## src/rtl/alu_share_arbiter.sv

```systemverilog
// alu_share_arbiter: shares one ALU between the core (priority) and the perceptron predictor, with starvation relief
module alu_share_arbiter #(
  parameter int STARVE_MAX = 8,
  parameter int XLEN = 32
) (
  input  logic            clk,
  input  logic            rst,
  input  logic            c_valid,
  output logic            c_ready,
  input  logic            c_flush,
  input  logic [7:0]      c_ctrl,
  input  logic [XLEN-1:0] c_srcA,
  input  logic [XLEN-1:0] c_srcB,
  input  logic            p_valid,
  output logic            p_ready,
  input  logic [7:0]      p_ctrl,
  input  logic [XLEN-1:0] p_srcA,
  input  logic [XLEN-1:0] p_srcB,
  output logic [2:0]      alu_funct3,
  output logic            alu_funct7_6,
  output logic            alu_branch,
  output logic            alu_csrOp,
  output logic            alu_useF7,
  output logic            alu_useRegAdd,
  output logic [XLEN-1:0] alu_srcA,
  output logic [XLEN-1:0] alu_srcB,
  input  logic [XLEN-1:0] alu_result,
  input  logic            alu_branchFlag,
  output logic            c_rsp_valid,
  output logic            p_rsp_valid,
  output logic [XLEN-1:0] rsp_result,
  output logic            rsp_branch
);
  logic [7:0] starve_cnt;
  logic       force_p;
  logic [7:0] ctrl;
  // Grant decision and operand mux; an idle ALU sees ADD 0+0
  always_comb begin
    force_p = (starve_cnt == 8'(STARVE_MAX)) && p_valid;
    c_ready = c_valid && !force_p;
    p_ready = p_valid && (force_p || !c_valid);
    ctrl = c_ready ? c_ctrl : p_ready ? p_ctrl : 8'd0;
    alu_srcA = c_ready ? c_srcA : p_ready ? p_srcA : '0;
    alu_srcB = c_ready ? c_srcB : p_ready ? p_srcB : '0;
    {alu_useRegAdd, alu_useF7, alu_csrOp, alu_branch, alu_funct7_6, alu_funct3} = ctrl;
  end
  // Starvation counter and one-cycle response register
  always_ff @(posedge clk) begin
    if (rst) begin
      starve_cnt <= 8'd0;
      c_rsp_valid <= 1'b0;
      p_rsp_valid <= 1'b0;
      rsp_result <= '0;
      rsp_branch <= 1'b0;
    end else begin
      starve_cnt <= (p_valid && !p_ready) ? ((starve_cnt == 8'(STARVE_MAX)) ? starve_cnt : starve_cnt + 8'd1) : 8'd0;
      c_rsp_valid <= c_ready && !c_flush;
      p_rsp_valid <= p_ready;
      if (c_ready || p_ready) begin
        rsp_result <= alu_result;
        rsp_branch <= alu_branchFlag;
      end
    end
  end
endmodule

```

## config.mk

```make
export PLATFORM = sky130hd
export DESIGN_NAME = alu_share_arbiter
export DESIGN_NICKNAME = d
export VERILOG_FILES = /design/src/rtl/alu_share_arbiter.sv
export SDC_FILE = /design/constraint.sdc
export NUM_CORES = 1
export LEC_CHECK = 0
export CORE_AREA = 2 2 113 115
export CTS_CLUSTER_DIAMETER = 40
export DETAILED_ROUTE_END_ITERATION = 6
export DIE_AREA = 0 0 115 117
export PLACE_DENSITY_LB_ADDON = 0.25
export SLEW_MARGIN = 15
export SYNTH_ARGS = -nofsm -noshare
export SYNTH_HDL_FRONTEND = slang
export SYNTH_SLANG_ARGS = --single-unit
```

## constraint.sdc

```tcl
create_clock -name clk -period 4.3 [get_ports clk]
set_input_delay 0.645 -clock clk [delete_from_list [all_inputs] [get_ports clk]]
set_output_delay 0.645 -clock clk [all_outputs]
set_load 0.005 [all_outputs]
```

==> impl_metrics.env <==
export IMPL_synth_warnings=0
export IMPL_cts_buffers=5
export IMPL_ir_worst_vdd_v=0.0002411
export IMPL_grt_pass1_vias=3105
export IMPL_dpl_cell_area_um2=5379
export IMPL_vias=3264
export IMPL_start_util=0.1978
export IMPL_worstPathMaxFanout=58
export IMPL_h_tree_depth=2
export IMPL_drv_cap=0
export IMPL_cp_start_kind="input port"
export IMPL_cts_resized=0
export IMPL_drtIter0Drc=138
export IMPL_route_detailed_drc=0
export IMPL_grt_max_degree=74
export IMPL_hold_viol=0
export IMPL_fin_hold_ws_ps=451.5
export IMPL_rr_endpoint="c_rsp_valid$_SDFF_PP0_"
export IMPL_place_ws_ps=695.5
export IMPL_period_needed_ps=3593
export IMPL_clk_pin_slew_ps=60
export IMPL_grt_usage=0.1649
export IMPL_required_ps=3650
export IMPL_synth_seq_cells=43
export IMPL_tightest_slew_ps=644.1
export IMPL_antenna_left=0
export IMPL_r2r_slack_ps=2770
export IMPL_hold_class="reg -> reg"
export IMPL_routed_wl_um=12620
export IMPL_port_buffers=290
export IMPL_ys_types=29
export IMPL_path_class="in -> out"
export IMPL_grt_overflow_total=0
export IMPL_fin_area_um2=5568
export IMPL_leakagePower_nw=2.125
export IMPL_cts_path_max_buffers=2
export IMPL_core_um2=12310
export IMPL_rows=41
export IMPL_worst_r2r_cell_count=5
export IMPL_syn_instance_count=285
export IMPL_syn_nets=469
export IMPL_drt_pass1_iter_count=6
export IMPL_ios=291
export IMPL_finalSetupTns_ps=0
export IMPL_nNetsFinal=744
export IMPL_max_freq_mhz=278.3
export IMPL_slew_viol_final=0
export IMPL_finalCritPeriodShare=0.8356
export IMPL_relSlewSlack=0.5706
export IMPL_vias_per_cell=4.591
export IMPL_dieHeight_um=117
export IMPL_grt_first_pass_wirelength_um=16870
export IMPL_layout_drive_gt1_share=0.03387
export IMPL_p_per_area_nw_per_um2=245.0
export IMPL_cts_sinks=43
export IMPL_syn_area_um2=2435
export IMPL_endpoint="alu_branch"
export IMPL_setup_ws_ps=706.9
export IMPL_syn2layout_area_growth_pct=128.7
export IMPL_skew_ps=3.746
export IMPL_rsz0062_at_grt="no"
export IMPL_r2r_start="starve_cnt[0]$_SDFFE_PP0P_"
export IMPL_startpoint="p_valid"
export IMPL_antenna_cells=0
export IMPL_postCtsHoldBufs=0
export IMPL_min_path_cells=2
export IMPL_die_w_um=115
export IMPL_ctsRootBufferMaster="clkbuf_16"
export IMPL_avgSynthCellArea_um2=8.543
export IMPL_antenna_found_initial=0
export IMPL_outcome="finished clean"
export IMPL_post_dp_hpwl_um=10390
export IMPL_cts_tree="done"
export IMPL_routedWlPerCell_um=17.76
export IMPL_end_kind="output port"
export IMPL_worst_ep_arrival_time_ps=2950
export IMPL_seq_area_frac_synth=0.3535
export IMPL_cts_setup_buffers=0
export IMPL_routabilityCongestion=0.8277
export IMPL_finalSetupViolCount=0
export IMPL_die_area_um2=13460
export IMPL_clk_latency_ps=280
## cells by family after synthesis
kind of cell	Yosys count	synth area share
AOI/OAI and AO/OA	119	0.3715
xor gates and xnor gates	2	0.007196
adders and majority gates	2	0.01028
buffers and inverters	32	0.09301
DFF	43	0.3535
and+or+nand+nor	87	0.1644
## state kept, by name (all words and copies together), names as in the netlist
register	count
rsp_branch	1
starve_cnt	8
c_rsp_valid	1
p_rsp_valid	1
rsp_result	32
## area by class of cell
cell class / instances / area (um^2)
Timing Repair Buffer: 294 / 2958
Fill cell: 1224 / 6744
Tap cell: 150 / 187.7
Clock inverter: 2 / 60.06
Sequential cell: 43 / 860.8
Clock buffer: 6 / 128.9
Inverter: 6 / 22.52
Multi-Input combinational cell: 210 / 1350
## worst max-delay path, cell delays in order
cell,delay [ps]
clkdlybuf4s50_1,590
nor4bb_4,350
a22o_4,320
buf_12,290
a22o_1,190
clkdlybuf4s50_1,530
## metal layers
metal | share of wire | vias up | global-route usage
met5 | 0 | - | 0
li1 | - | 1587 | -
met4 | 0.025 | 0 | 0.06024
met2 | 0.50 | 162 | 0.2953
met3 | 0.075 | 18 | 0.04119
met1 | 0.40 | 1497 | 0.1908
## metrics by stage
step	cells	util	total power [mW]
global route	711	0.4522	1.423
detailed placement	703	0.4369	0.8889
CTS	711	0.4522	1.380
finish	711	0.4522	1.364
global placement	703	0.4369	0.8868
floorplan	285	-	0.5650
## cells in the mapped netlist
master | number | area, um^2
a2111oi_0 | 1 | 8.760
dfxtp_1 | 43 | 860.8
nand3b_1 | 1 | 7.510
nand4_1 | 1 | 6.260
a21oi_4 | 1 | 16.27
xor2_1 | 1 | 8.760
o21ai_0 | 4 | 20.02
inv_1 | 6 | 22.52
clkbuf_1 | 11 | 41.29
nor2_1 | 5 | 18.77
buf_6 | 14 | 157.7
a21bo_2 | 1 | 10.01
or3_1 | 3 | 18.77
xnor2_1 | 1 | 8.760
a22o_1 | 72 | 630.6
and3_1 | 1 | 6.260
a31o_2 | 1 | 8.760
nor2b_1 | 2 | 12.51
ha_1 | 2 | 25.02
or2_2 | 1 | 6.260
and3b_1 | 1 | 8.760
nor4bb_4 | 1 | 25.02
buf_2 | 1 | 5.000
a21oi_1 | 37 | 185.2
nand2_1 | 67 | 251.5
nand3_1 | 3 | 15.01
a22o_4 | 1 | 17.52
nor4b_4 | 1 | 23.77
a21boi_0 | 1 | 7.510
## placed cells by master, fill, tap and decap left out, drive strengths merged, types with 2 or more instances in the layout
cell,Yosys,layout
o21ai,4,4
nand3,3,3
nand2,67,67
nor2b,2,2
or3,3,3
nor2,5,5
a22o,73,73
dfxtp,43,43
buf,15,4
inv,6,6
ha,2,2
bufinv,0,2
clkdlybuf4s50,0,290
a21oi,38,38
clkbuf,11,6
## how the worst min path moves through the flow
stage                                 from                          end  slack [ps]
6_report       rsp_result[24]$_SDFFE_PP0P_  rsp_result[24]$_SDFFE_PP0P_         450
5_1_grt        rsp_result[22]$_SDFFE_PP0P_  rsp_result[22]$_SDFFE_PP0P_         470
4_1_cts        rsp_result[21]$_SDFFE_PP0P_  rsp_result[21]$_SDFFE_PP0P_         450
3_5_place_dp   rsp_result[21]$_SDFFE_PP0P_  rsp_result[21]$_SDFFE_PP0P_         440
3_3_place_gp    rsp_result[5]$_SDFFE_PP0P_   rsp_result[5]$_SDFFE_PP0P_         440
2_1_floorplan      rsp_branch$_SDFFE_PP0P_      rsp_branch$_SDFFE_PP0P_         450
## power by group
group | internal (mW) | switching, mW | leakage (nW) | total [mW]
Sequential | 0.419 | 0.0109 | 0.355 | 0.430
Combinational | 0.314 | 0.135 | 1.68 | 0.449
Clock | 0.333 | 0.152 | 0.0911 | 0.485
Total | 1.07 | 0.298 | 2.13 | 1.36
No activity file was read; power rests on OpenSTA's default activity.
==> RTL edit 1: new RTL, same flow settings <==
Set the parameter `XLEN` to 64 (it was 32).
--- a/src/rtl/alu_share_arbiter.sv
+++ b/src/rtl/alu_share_arbiter.sv
@@ -2,5 +2,5 @@
 module alu_share_arbiter #(
   parameter int STARVE_MAX = 8,
-  parameter int XLEN = 32
+  parameter int XLEN = 64
 ) (
   input  logic            clk,
Interface: changed (8 resized); port bits go from 291 to 547. The function was not compared with the original's and may differ.
==> RTL edit 1 against the unedited design <==
The run now fails in I/O pin placement; synthesized cell count up 76%; area after synthesis is 68% higher.
==> RTL edit 1: results <==
[logic_synthesis]
yosys_warnings = 0
ys_ff_latch = 75
yosys-top-cells-area = dfxtp_1 37%, a22o_1 29%, nand2_1 12%, a21oi_1 8.6%, buf_4 2.6%
synth_edf_count = 0
async_flop_share_pct = 0
avgSynthCellArea_um2 = 8.15
synthesis.nets = 846
synth_ff_type = dfxtp_1
yosys-top-cells-count = 137 x a22o_1, 131 x nand2_1, 75 x dfxtp_1
seq_area_frac_synth_pct = 36.7
synth.distinct_cells = 28

[die]
die_width_um = 115

[status]
flow.stopped_at = I/O pin placement
tool.error = [ERROR PPL-0024] Number of IO pins (547) exceeds maximum number of available positions (410). Increase the die perimeter from 464.00um to 743.92um.
status = aborted with a tool error
RTL edit 1: cells by family after synthesis:
kind of cell | share of synthesized area [%]
DFF | 36.7
buffers and inverters | 7.61
xor gates and xnor gates | 0.428
AOI/OAI and AO/OA | 39.2
adders and majority gates | 0.611
and+or+nand+nor | 15.4
==> RTL edit 2: new RTL, same settings <==
Without the edit above. Make the reset (`rst`) asynchronous in one clocked block.
--- a/src/rtl/alu_share_arbiter.sv
+++ b/src/rtl/alu_share_arbiter.sv
@@ -46,5 +46,5 @@
   end
   // Starvation counter and one-cycle response register
-  always_ff @(posedge clk) begin
+  always_ff @(posedge clk or posedge rst) begin
     if (rst) begin
       starve_cnt <= 8'd0;
Check against the original RTL: differs if rst is asserted again (counterexample within 4 cycles, from zero or initial values and one cycle with rst high); with rst held inactive, the same outputs for 10 cycles.
==> RTL edit 2 against the unedited design <==
Sequential cell count stayed put; hold slack better by 30 ps; area after synthesis is 26% higher; worst setup slack better by 200 ps; clock power is 14% lower; critical endpoint is now alu_funct3[2]; design area is 11% higher; critical path type is now reg -> out; critical path depth stayed put; routed wire length is 3.7% higher; power is 0.63% higher; final cell count is 10% higher; via count is 17% higher.
==> RTL edit 2: results <==
[grt]
grt_pass1_wl_um = 18800
track_usage_pct = 17.4
grt_max_degree = 77
grt_pass1_vias = 3661

[logic_synthesis]
synth_mux_area_share_pct = 12.1
synthXorXnorAreaFrac_pct = 0.856
synthAdderAreaFrac_pct = 0.815
yosys-top-cells-area = dfrtp_1 35%, o211ai_1 18%, mux2_2 12%, o21ai_1 9.6%, nand2_1 9.1%
yosys-top-cells-count = 74 x nand2_1, 73 x o211ai_1, 59 x o21ai_1
synth.distinct_cells = 25
seq_area_frac_synth_pct = 35.1
yosys_warnings = 0
synth_compound_area_share_pct = 30.9
async_flop_share_pct = 100
synthesis.nets = 555
avgSynthCellArea_um2 = 8.27

[setup_path]
cp_data_arrival_time_ps = 2740
crit_path_max_fanout = 66
critical-path-max-stage-delay_ps = 570

[detailed_routing]
vias_per_cell = 4.89
routedWlPerCell_um = 16.7
drt_pass1_iterations = 4

[placed_design]
place_congestion = 0.886
place_ws_ps = 1210
place_area_um2 = 6000
dpl.hpwl_um = 9820

[power_and_ir_drop]
peakVddDrop_uv = 198
p_leak_nw = 2.28

[cells_and_area]
fin_cells = 783
nNetsFinal = 816

[clocking]
insertion_delay_ps = 270

[sta]
slew-limit-headroom_pct = 47.5

[status]
status = completed
[RTL edit 2: changes by cell type after synthesis, sizes merged, moves of 7 or more]
cell / delta
o211ai: +73
nand2: +7
mux2: +33
dfxtp: -43
a21oi: -35
clkbuf: +16
o21ai: +72
dfrtp: +43
a22o: -73
[RTL edit 2: cell families after synthesis]
family,count (synthesis)
AOI/OAI and AO/OA,152
and+or+nand+nor,91
buffers and inverters,47
DFF,43
muxes,33
xor gates and xnor gates,3
adders and majority gates,2
[RTL edit 2: report_power, final]
group,switching (mW),total (mW),internal [mW],leakage [nW]
sequential,0.0131,0.446,0.433,0.521
combinational,0.176,0.510,0.335,1.67
clock,0.144,0.417,0.273,0.0838
[RTL edit 2: routing by layer]
metal  up-vias  routed length, um  track usage, %  share of wire (%)
li1       1864                  -               -                  -
met1      1795               5090            21.3                 39
met2       160               6980            31.5                 53
met3         8                916            4.38                7.0
met4         0                 99            2.65               0.76
met5         -                  0               0                  0
[RTL edit 2: path summary, 6_finish.rpt]
path | from | endpoint | slack [ps] | cells after the start
setup / recovery | starve_cnt[2] | alu_funct3[2] | 910 | 6
hold / removal | starve_cnt[0] | starve_cnt[0] | 480 | 1
setup reg to reg | starve_cnt[2] | starve_cnt[3] | 2120 | 4
hold reg to reg | starve_cnt[0] | starve_cnt[0] | 480 | 1
max in group asynchronous | rst | starve_cnt[4] | 3120 | 3
min in group asynchronous | rst | rsp_result[27] | 800 | 3
[RTL edit 2: final cells by class]
class,instances,area [um2]
Clock buffer,5,125
Clock inverter,3,43.8
Fill cell,1181,6140
Inverter,4,15.0
Multi-Input combinational cell,281,1770
Sequential cell,43,1080
Tap cell,150,188
Timing Repair Buffer,297,2960
